==> config.mk <==
export PLATFORM = sky130hd
export DESIGN_NAME = exec_writeback_unit_flat
export DESIGN_NICKNAME = d
export VERILOG_FILES = /design/src/rtl/exec_writeback_unit_if.sv /design/src/rtl/exec_writeback_unit.sv /design/src/flat_wrapper.sv
export SDC_FILE = /design/constraint.sdc
export NUM_CORES = 1
export LEC_CHECK = 0
export CAP_MARGIN = 40
export CORE_MARGIN = 1.5
export CORE_UTILIZATION = 55
export DETAILED_ROUTE_END_ITERATION = 12
export GPL_TIMING_DRIVEN = 1
export PLACE_DENSITY_LB_ADDON = 0.25
export SLEW_MARGIN = 20
export SYNTH_ARGS = -nofsm -noshare
export SYNTH_HDL_FRONTEND = slang
export SYNTH_SLANG_ARGS = --single-unit
export TNS_END_PERCENT = 20
==> constraint.sdc <==
create_clock -name clk -period 4.5 [get_ports clk]
set_input_delay 0.45 -clock clk [delete_from_list [all_inputs] [get_ports clk]]
set_output_delay 0.45 -clock clk [all_outputs]
set_load 0.02 [all_outputs]
==> src/rtl/exec_writeback_unit_if.sv <==
// Bundle between operand issue, the exec/write-back unit and the register file write port.
interface exec_writeback_unit_if;
    logic        in_valid;
    logic        in_ready;
    logic [2:0]  op;
    logic [1:0]  rd;
    logic [31:0] a;
    logic [31:0] b;
    logic [31:0] WriteData;
    logic [1:0]  WriteReg;
    logic        RegWrite;

    modport master (
        output in_valid, op, rd, a, b,
        input  in_ready, WriteData, WriteReg, RegWrite
    );

    modport slave (
        input  in_valid, op, rd, a, b,
        output in_ready, WriteData, WriteReg, RegWrite
    );
endinterface

==> src/rtl/exec_writeback_unit.sv <==
// Execute + write-back stage: single-cycle ALU ops, 32-iteration shift-add multiply,
// register-file write port driven from the falling edge.
module exec_writeback_unit (
    input  logic                  clk,
    input  logic                  reset,
    exec_writeback_unit_if.slave  bus,
    output logic                  busy
);
    localparam logic [1:0] S_IDLE = 2'd0;
    localparam logic [1:0] S_MUL  = 2'd1;
    localparam logic [1:0] S_WB   = 2'd2;

    localparam logic [2:0] OP_ADD = 3'b000;
    localparam logic [2:0] OP_SUB = 3'b001;
    localparam logic [2:0] OP_AND = 3'b010;
    localparam logic [2:0] OP_OR  = 3'b011;
    localparam logic [2:0] OP_SLT = 3'b100;
    localparam logic [2:0] OP_MUL = 3'b101;
    localparam logic [2:0] OP_SLL = 3'b110;
    localparam logic [2:0] OP_NOP = 3'b111;

    logic [1:0]  state;
    logic [4:0]  cnt;
    logic [31:0] acc;
    logic [31:0] acc_next;
    logic [31:0] mcand;
    logic [31:0] mplier;
    logic [31:0] result;
    logic [31:0] alu_res;
    logic [1:0]  rd_q;

    assign bus.in_ready = (state == S_IDLE);
    assign busy         = (state != S_IDLE);

    always_comb begin
        alu_res = '0;
        case (bus.op)
            OP_ADD:  alu_res = bus.a + bus.b;
            OP_SUB:  alu_res = bus.a - bus.b;
            OP_AND:  alu_res = bus.a & bus.b;
            OP_OR:   alu_res = bus.a | bus.b;
            OP_SLT:  alu_res = {31'd0, ($signed(bus.a) < $signed(bus.b))};
            OP_SLL:  alu_res = bus.a << bus.b[4:0];
            default: alu_res = '0;
        endcase
    end

    assign acc_next = mplier[0] ? (acc + mcand) : acc;

    always_ff @(posedge clk or negedge reset) begin
        if (!reset) begin
            state  <= S_IDLE;
            cnt    <= '0;
            acc    <= '0;
            mcand  <= '0;
            mplier <= '0;
            result <= '0;
            rd_q   <= '0;
        end else begin
            case (state)
                S_IDLE: begin
                    if (bus.in_valid) begin
                        rd_q <= bus.rd;
                        if (bus.op == OP_MUL) begin
                            acc    <= '0;
                            mcand  <= bus.a;
                            mplier <= bus.b;
                            cnt    <= '0;
                            state  <= S_MUL;
                        end else if (bus.op != OP_NOP) begin
                            result <= alu_res;
                            state  <= S_WB;
                        end
                    end
                end
                S_MUL: begin
                    acc    <= acc_next;
                    mcand  <= mcand << 1;
                    mplier <= mplier >> 1;
                    cnt    <= cnt + 5'd1;
                    // last iteration folds its partial product straight into the result
                    if (cnt == 5'd31) begin
                        result <= acc_next;
                        state  <= S_WB;
                    end
                end
                S_WB:    state <= S_IDLE;
                default: state <= S_IDLE;
            endcase
        end
    end

    // Falling-edge update keeps RegWrite stable across the register file's write edge.
    always_ff @(negedge clk or negedge reset) begin
        if (!reset) begin
            bus.WriteData <= '0;
            bus.WriteReg  <= '0;
            bus.RegWrite  <= 1'b0;
        end else begin
            bus.RegWrite <= (state == S_WB);
            if (state == S_WB) begin
                bus.WriteData <= result;
                bus.WriteReg  <= rd_q;
            end
        end
    end
endmodule

==> src/flat_wrapper.sv <==
// flat-port wrapper written by rule: the top's interface ports become plain ports
module exec_writeback_unit_flat 
  (clk, reset, busy, bus_in_valid, bus_op, bus_rd, bus_a, bus_b, bus_in_ready, bus_WriteData, bus_WriteReg, bus_RegWrite);
  exec_writeback_unit_if bus_i ();
  input  logic clk;
  input  logic reset;
  output logic busy;
  input wire logic [$bits(bus_i.in_valid)-1:0] bus_in_valid;
  input wire logic [$bits(bus_i.op)-1:0] bus_op;
  input wire logic [$bits(bus_i.rd)-1:0] bus_rd;
  input wire logic [$bits(bus_i.a)-1:0] bus_a;
  input wire logic [$bits(bus_i.b)-1:0] bus_b;
  output wire logic [$bits(bus_i.in_ready)-1:0] bus_in_ready;
  output wire logic [$bits(bus_i.WriteData)-1:0] bus_WriteData;
  output wire logic [$bits(bus_i.WriteReg)-1:0] bus_WriteReg;
  output wire logic [$bits(bus_i.RegWrite)-1:0] bus_RegWrite;
  assign bus_i.in_valid = bus_in_valid;
  assign bus_i.op = bus_op;
  assign bus_i.rd = bus_rd;
  assign bus_i.a = bus_a;
  assign bus_i.b = bus_b;
  assign bus_in_ready = bus_i.in_ready;
  assign bus_WriteData = bus_i.WriteData;
  assign bus_WriteReg = bus_i.WriteReg;
  assign bus_RegWrite = bus_i.RegWrite;
  exec_writeback_unit u_core (.clk(clk), .reset(reset), .bus(bus_i), .busy(busy));
endmodule
==> Yosys cells after proc, flatten, opt, wreduce, memory -nomap -nowiden <==
Cells that the tools add are included.
{ "op_classes": {"addsub": 4, "n_lt_le_gt_ge": 1, "n_eq_ne": 16, "shifts": 1, "mux": 24, "bitwise": 2, "n_reduce_logical": 8} }
{ "op_table": {"columns": ["op", "n"], "rows": [
  ["32-bit two-way mux", 11],
  ["32-bit case mux with 2 select lines", 4],
  ["32-bit case mux with 6 select lines", 1],
  ["32-bit adder", 2],
  ["32-bit bitwise AND", 1],
  ["32-bit less-than comparator", 1],
  ["32-bit bitwise OR", 1],
  ["32-bit by 5-bit << shifter with 32-bit output", 1],
  ["32-bit subtractor", 1],
  ["5-bit two-way mux", 2],
  ["5-bit case mux with 2 select lines", 1],
  ["3-bit equality test, second input constant", 3],
  ["2-bit two-way mux", 4],
  ["3-bit by 2-bit equality test with 1-bit output, second input constant", 2],
  ["2-bit by 1-bit inequality test with 1-bit output, second input constant", 3],
  ["3-bit AND reduction", 2],
  ["5-bit by 1-bit adder with 5-bit output, second input constant", 1],
  ["5-bit equality test, second input constant", 1],
  ["5-bit AND reduction", 1],
  ["2-bit inequality test, second input constant", 2],
  ["2-bit case mux with 2 select lines", 1],
  ["2-bit nonzero test", 2],
  ["3-bit by 1-bit equality test with 1-bit output, second input constant", 1],
  ["3-bit zero test", 1],
  ["6 further kinds", 6]
]} }
{ "word_totals": {"ff_bits": 172, "inputBits": 72} }

==> Depth between registers and ports, before layout <==
Gate-level depths: netlist (run 1).
{ "depth": {"ltp_word": 6, "mapped_depth": 17, "mapped_depth_nobuf": 14} }

==> results of run 1 <==
kinds of logic (layout without fill, tap and decap cells):
group / after synthesis / count (layout) / share of synthesized area, %
adder cells (fa/ha/maj): 140 / 140 / 11.53
flip-flops: 172 / 172 / 27.98
multiplexers: 114 / 114 / 8.760
AND/OR/NAND/NOR: 646 / 646 / 17.94
buffers and inverters: 228 / 356 / 5.693
XOR/XNOR: 45 / 45 / 2.562
AO/OA/AOI/OAI: 595 / 595 / 25.53
worst max path at each step:
stage	start	end	slack, ns	cells after the start
after floorplan	bus_b[2]	u_core.result[30]	0.24	17
after global placement	bus_a[11]	u_core.result[31]	0.24	14
after detailed placement	bus_a[0]	u_core.result[30]	0.23	14
after CTS	u_core.bus.WriteData[13]	bus_WriteData[13]	0.30	1
after global routing	u_core.bus.WriteData[0]	bus_WriteData[0]	0.28	1
final	u_core.bus.WriteData[13]	bus_WriteData[13]	0.31	1
routing by layer:
metal,routed length [um],share of wire (%),up-vias
li1,-,-,7200
met1,24270,42,7588
met2,25500,44,909
met3,6058,10,138
met4,2554,4.4,4
met5,23,0.039,-
cells in the final DEF, fill, tap and decap left out, types with 7 or more instances in the layout:
cell type	Yosys	final
a211oi_1	21	21
a21o_1	49	49
a21oi_1	148	148
a221oi_1	22	22
a22o_1	7	7
a31oi_1	79	79
and3_1	15	15
buf_4	0	101
clkbuf_16	0	17
clkdlybuf4s50_1	0	105
dfrtn_1	35	35
dfrtp_1	137	137
ha_1	137	137
inv_1	104	104
mux2_2	45	45
mux2i_1	57	57
mux4_2	12	12
nand2_1	295	295
nand3_1	29	29
nand4_1	11	11
nor2_1	207	206
nor2b_1	15	13
nor3_1	20	19
nor4_1	8	8
o211ai_1	17	17
o21a_1	12	12
o21ai_0	93	93
o21ai_1	15	15
o21bai_1	17	17
o221ai_1	16	16
o22ai_1	13	13
o31ai_1	19	19
or3_1	14	14
xnor2_1	33	33
xor2_1	12	12
power by group:
group | internal [mW] | switching [mW]
logic | 2.26 | 3.10
clock network | 0.898 | 0.752
registers | 2.23 | 0.576
total | 5.39 | 4.43
metrics by stage:
stage / utilization (%) / hold WS [ns]
3_5_place_dp: 62.78 / 0.4551
6_report: 65.15 / 0.01620
3_3_place_gp: 62.68 / 0.4495
2_1_floorplan: - / 0.1544
5_1_grt: 65.15 / 0.06942
4_1_cts: 65.08 / 0.06157
registers in the layout, indices dropped and copies added, names as in the netlist:
name and count:
u_core.acc 32, u_core.bus.RegWrite 1, u_core.bus.WriteData 32, u_core.bus.WriteReg 2, u_core.cnt 5, u_core.mcand 32
u_core.mplier 32, u_core.rd_q 2, u_core.result 32, u_core.state 2
area by class of cell:
class                           instances  area, um^2
Fill cell                            2431        9629
Timing Repair Buffer                  214        1938
Clock buffer                           17       425.4
Inverter                              110       412.9
Clock inverter                         15       207.7
Multi-Input combinational cell       1540       10240
Sequential cell                       172        4304
Tap cell                              378       473.0
==> results.sh, run 1 <==
export IMPL_status="finished, final reports clean"
export IMPL_r2r_end="u_core.bus.WriteData[7]"
export IMPL_hpwl_um=44400
export IMPL_io_buffers=108
export IMPL_synth_area_um2=15380
export IMPL_via_per_inst=6.475
export IMPL_fp_row_count=61
export IMPL_fin_skew_ns=0.04542
export IMPL_reg2reg_from="u_core.state[1]"
export IMPL_drtIter0Drc=2095
export IMPL_startpoint_type="flop"
export IMPL_yosys_warnings=0
export IMPL_layout_drive_gt1_share_pct=10.83
export IMPL_cts_setup_buffers=0
export IMPL_grt_pass1_wl_um=88410
export IMPL_ant_nets=0
export IMPL_grt_pass1_vias=14870
export IMPL_ys_ff_latch=172
export IMPL_ys_async_sr_fraction_pct=100.0
export IMPL_fin_ws_ns=0.3111
export IMPL_drc=0
export IMPL_busiest_layer="met2"
export IMPL_ctsResizeCount=0
export IMPL_crit_path_cell_trace="clkdlybuf4s50_1"
export IMPL_antenna_cells=0
export IMPL_area_growth_syn_to_layout_pct=17.01
export IMPL_netlist_top_cells_area="dfrtp_1 (22%), ha_1 (11%), nand2_1 (7.2%), dfrtn_1 (5.7%), nor2_1 (5.1%)"
export IMPL_antenna_found_initial=2
export IMPL_routed_wl_um=58410
export IMPL_worst_path_max_fanout=2
export IMPL_grt_overflow=0
export IMPL_reg2reg_setup_slack_ns=0.52
export IMPL_power_total_mw=9.812
export IMPL_first_pass_iters=6
export IMPL_synth_most_common_cell="nand2_1"
export IMPL_cts_sinks=172
export IMPL_path_class="reg2out"
export IMPL_cp_arrival_ns=3.74
export IMPL_die_y_um=170.2
export IMPL_max_stage_delay_ns=0.64
export IMPL_ys_seq_area_share_pct=27.98
export IMPL_grt_usage_pct=40.80
export IMPL_rr_worst_depth=3
export IMPL_maxSlewHeadroom_pct=44.87
export IMPL_clk_pin_slew_ns=0.08
export IMPL_cts_tree="done"
export IMPL_synth_nets=2152
export IMPL_cts_buffer_depth=2
export IMPL_ys_flop_type="dfrtp_1"
export IMPL_dp_slack_ns=0.2282
export IMPL_critical_path_slowest_cell="clkdlybuf4s50_1"
export IMPL_die_w_um=170.2
export IMPL_core_area_um2=27630
export IMPL_gp_congestion=1.043
export IMPL_pwr_density_cell_nw_per_um2=545.1
export IMPL_syn_area_per_cell_um2=7.930
export IMPL_cp_top_family="buffers and inverters"
export IMPL_tns_ns=0
export IMPL_netlist_instances=1940
export IMPL_via_count=15840
export IMPL_maxSlewViolCount=0
export IMPL_final_nets=2267
export IMPL_cts_buffers=17
export IMPL_drv_cap=0
export IMPL_setup_viol=0
export IMPL_clkLatencyLatePin_ns=0.46
export IMPL_synth_edf_count=0
export IMPL_die_area_um2=28980
export IMPL_cts_root_buf="clkbuf_16"
export IMPL_start_util_pct=55.68
export IMPL_grt_use_met2_pct=62.17
export IMPL_crit_required_ns=4.05
export IMPL_wire_per_inst_um=23.88
export IMPL_fin_cells=2446
export IMPL_synth_top_cell_area_share_pct=22.29
export IMPL_cts_max_level=4
export IMPL_yosysUniqueCellTypes=82
export IMPL_max_vdd_ir_drop_mv=0.2935
export IMPL_dp_cells=2413
export IMPL_synthTopCellsByCount="nand2_1 (295), nor2_1 (207), a21oi_1 (148), dfrtp_1 (137), ha_1 (137)"
export IMPL_met1_usage_pct=55.74
export IMPL_path_buf_inv=1
export IMPL_worst_slew_pin_transition_ns=0.8270
export IMPL_synth_largest_area_cell="dfrtp_1"
export IMPL_io_pins=109
export IMPL_final_area_um2=18000
export IMPL_cp_end_kind="primary output"
export IMPL_p_leak_nw=8.327
export IMPL_place_area_um2=17350
export IMPL_rsz0062_at_grt="no"
export IMPL_grtUsageMet3_pct=8.767
export IMPL_cts_hold_buf=0
export IMPL_hold_class="in2async"
export IMPL_finalHoldViolCount=0
export IMPL_grt_max_degree=97
No activity file was read; power rests on OpenSTA's default activity.
==> run 2: changes to the inputs <==
clock period = 3.7 ns   (was 4.5 ns; I/O delays follow)
==> results.sh, run 2 (synthesis results as in run 1) <==
export IMPL_path_buf_inv=1
export IMPL_die_y_um=170.2
export IMPL_io_pins=109
export IMPL_fin_cells=2605
export IMPL_antenna_found_initial=1
export IMPL_startpoint_type="flop"
export IMPL_drtIter0Drc=2065
export IMPL_wire_per_inst_um=23.01
export IMPL_p_sw_mw=5.538
export IMPL_worst_slew_pin_transition_ns=0.7948
export IMPL_clk_pin_slew_ns=0.08
export IMPL_seqPwrFrac_pct=27.7
export IMPL_pwr_density_cell_nw_per_um2=633.7
export IMPL_cts_sinks=172
export IMPL_worst_path_max_fanout=2
export IMPL_dp_cells=2572
export IMPL_layout_commonest_cell="nand2_1"
export IMPL_cts_max_level=4
export IMPL_finalHoldViolCount=0
export IMPL_critical_path_slowest_cell="clkdlybuf4s50_1"
export IMPL_die_area_um2=28980
export IMPL_cts_tree="done"
export IMPL_grt_pass1_vias=15740
export IMPL_max_stage_delay_ns=0.63
export IMPL_status="finished, final reports clean"
export IMPL_fp_row_count=61
export IMPL_p_clk_share_pct=16.3
export IMPL_grt_max_degree=73
export IMPL_dp_slack_ns=-0.2086
export IMPL_final_area_um2=19230
export IMPL_core_area_um2=27630
export IMPL_via_per_inst=6.331
export IMPL_maxSlewViolCount=0
export IMPL_place_area_um2=18530
export IMPL_cellInternalPower_mw=6.647
export IMPL_clkLatencyLatePin_ns=0.47
export IMPL_fillers=2323
export IMPL_comb_power_share_pct=56.1
export IMPL_final_nets=2426
export IMPL_crit_path_cell_trace="clkdlybuf4s50_1"
export IMPL_cts_buffers=17
export IMPL_cp_end_kind="primary output"
export IMPL_fin_skew_ns=0.04351
export IMPL_grt_usage_pct=42.03
export IMPL_gp_congestion=1.054
export IMPL_path_class="reg2out"
export IMPL_setup_viol=0
export IMPL_routed_wl_um=59940
export IMPL_cp_top_family="buffers and inverters"
export IMPL_hold_class="in2reg"
export IMPL_grt_overflow=0
export IMPL_fin_ws_ns=0.01618
export IMPL_final_cell_mix="nand2_1 (295), buf_4 (261), nor2_1 (206)"
export IMPL_crit_required_ns=3.33
export IMPL_grt_pass1_wl_um=91620
export IMPL_first_pass_iters=8
export IMPL_via_count=16490
export IMPL_start_util_pct=55.68
export IMPL_die_w_um=170.2
export IMPL_max_vdd_ir_drop_mv=0.3568
export IMPL_cp_arrival_ns=3.31
export IMPL_drv_cap=0
export IMPL_io_buffers=108
export IMPL_drc=0
export IMPL_maxSlewHeadroom_pct=47.01
export IMPL_layout_drive_gt1_share_pct=17.47
export IMPL_whs_ns=0.4487
export IMPL_cts_root_buf="clkbuf_16"
export IMPL_switching_share_pct=45.45
export IMPL_p_leak_nw=9.258
export IMPL_cts_buffer_depth=2
export IMPL_ant_nets=0
export IMPL_cts_setup_buffers=0
export IMPL_hpwl_um=46540
export IMPL_antenna_cells=0
export IMPL_area_growth_syn_to_layout_pct=25.00
[run 2: changes by cell type in the layout (fill, tap and decap cells not counted), sizes merged]
cell,delta
dlymetal6s2s,+14
dlygate4sd2,+6
clkdlybuf4s50,-20
clkinv,+3
clkinvlp,-1
buf,+158
dlygate4sd3,+1
bufinv,-2
[run 2: final cells by class]
type                    count  area [um^2]  area share (%)
repair buffers            373         3129           16.27
multi-input cells        1540        10270           53.42
well taps                 378        473.0           2.459
inverters                 110        412.9           2.147
clock inverters            15        212.7           1.106
clock buffers              17        425.4           2.212
flip-flops and latches    172         4304           22.38
[run 2: layer usage]
layer	part of all wire, %	wire length, um	GRT usage (%)	vias to the layer above
met1	42	25150	56.40	7976
met3	9.1	5442	9.326	157
met2	45	26830	65.56	855
met4	4.2	2508	17.08	2
met5	0.018	11	0	-
li1	-	-	-	7503
[run 2: power groups by stage]
stage                     registers (mW)  clock network, mW  logic [mW]
after floorplan                     3.36                  0        4.14
after global placement              3.32                  0        6.43
after detailed placement            3.37                  0        6.61
after CTS                           3.34               1.98        6.66
after global routing                3.44               2.04        7.39
final                               3.37               1.98        6.83
[run 2: repair_timing]
action,in CTS,in global routing
endpoints found under the setup margin,6,22
endpoints found under the hold margin,34,0
cloned,0,0
resized for setup,6,20
hold buffers,1,0
[run 2: stage by stage]
step	utilization [%]	setup TNS [ns]	power (mW)
after CTS	69.39	0	11.98
after detailed placement	67.07	-2.336	9.978
after global routing	69.60	-0.02457	12.88
after floorplan	-	-0.01862	7.504
final	69.60	0	12.19
after global placement	67.07	-1.353	9.751
[run 2: worst paths after layout]
check	to	cells past startpoint	slack (ns)	from
hold / removal	u_core.state[0]	4	0.45	bus_op[0]
hold reg to reg	u_core.bus.WriteData[31]	1	0.45	u_core.bus.WriteData[31]
setup reg to reg	u_core.result[27]	11	0.21	u_core.mcand[12]
setup / recovery	bus_WriteData[11]	1	0.02	u_core.bus.WriteData[11]
max in group asynchronous	u_core.bus.WriteData[28]	2	0.89	reset
min in group asynchronous	u_core.acc[22]	2	0.50	reset
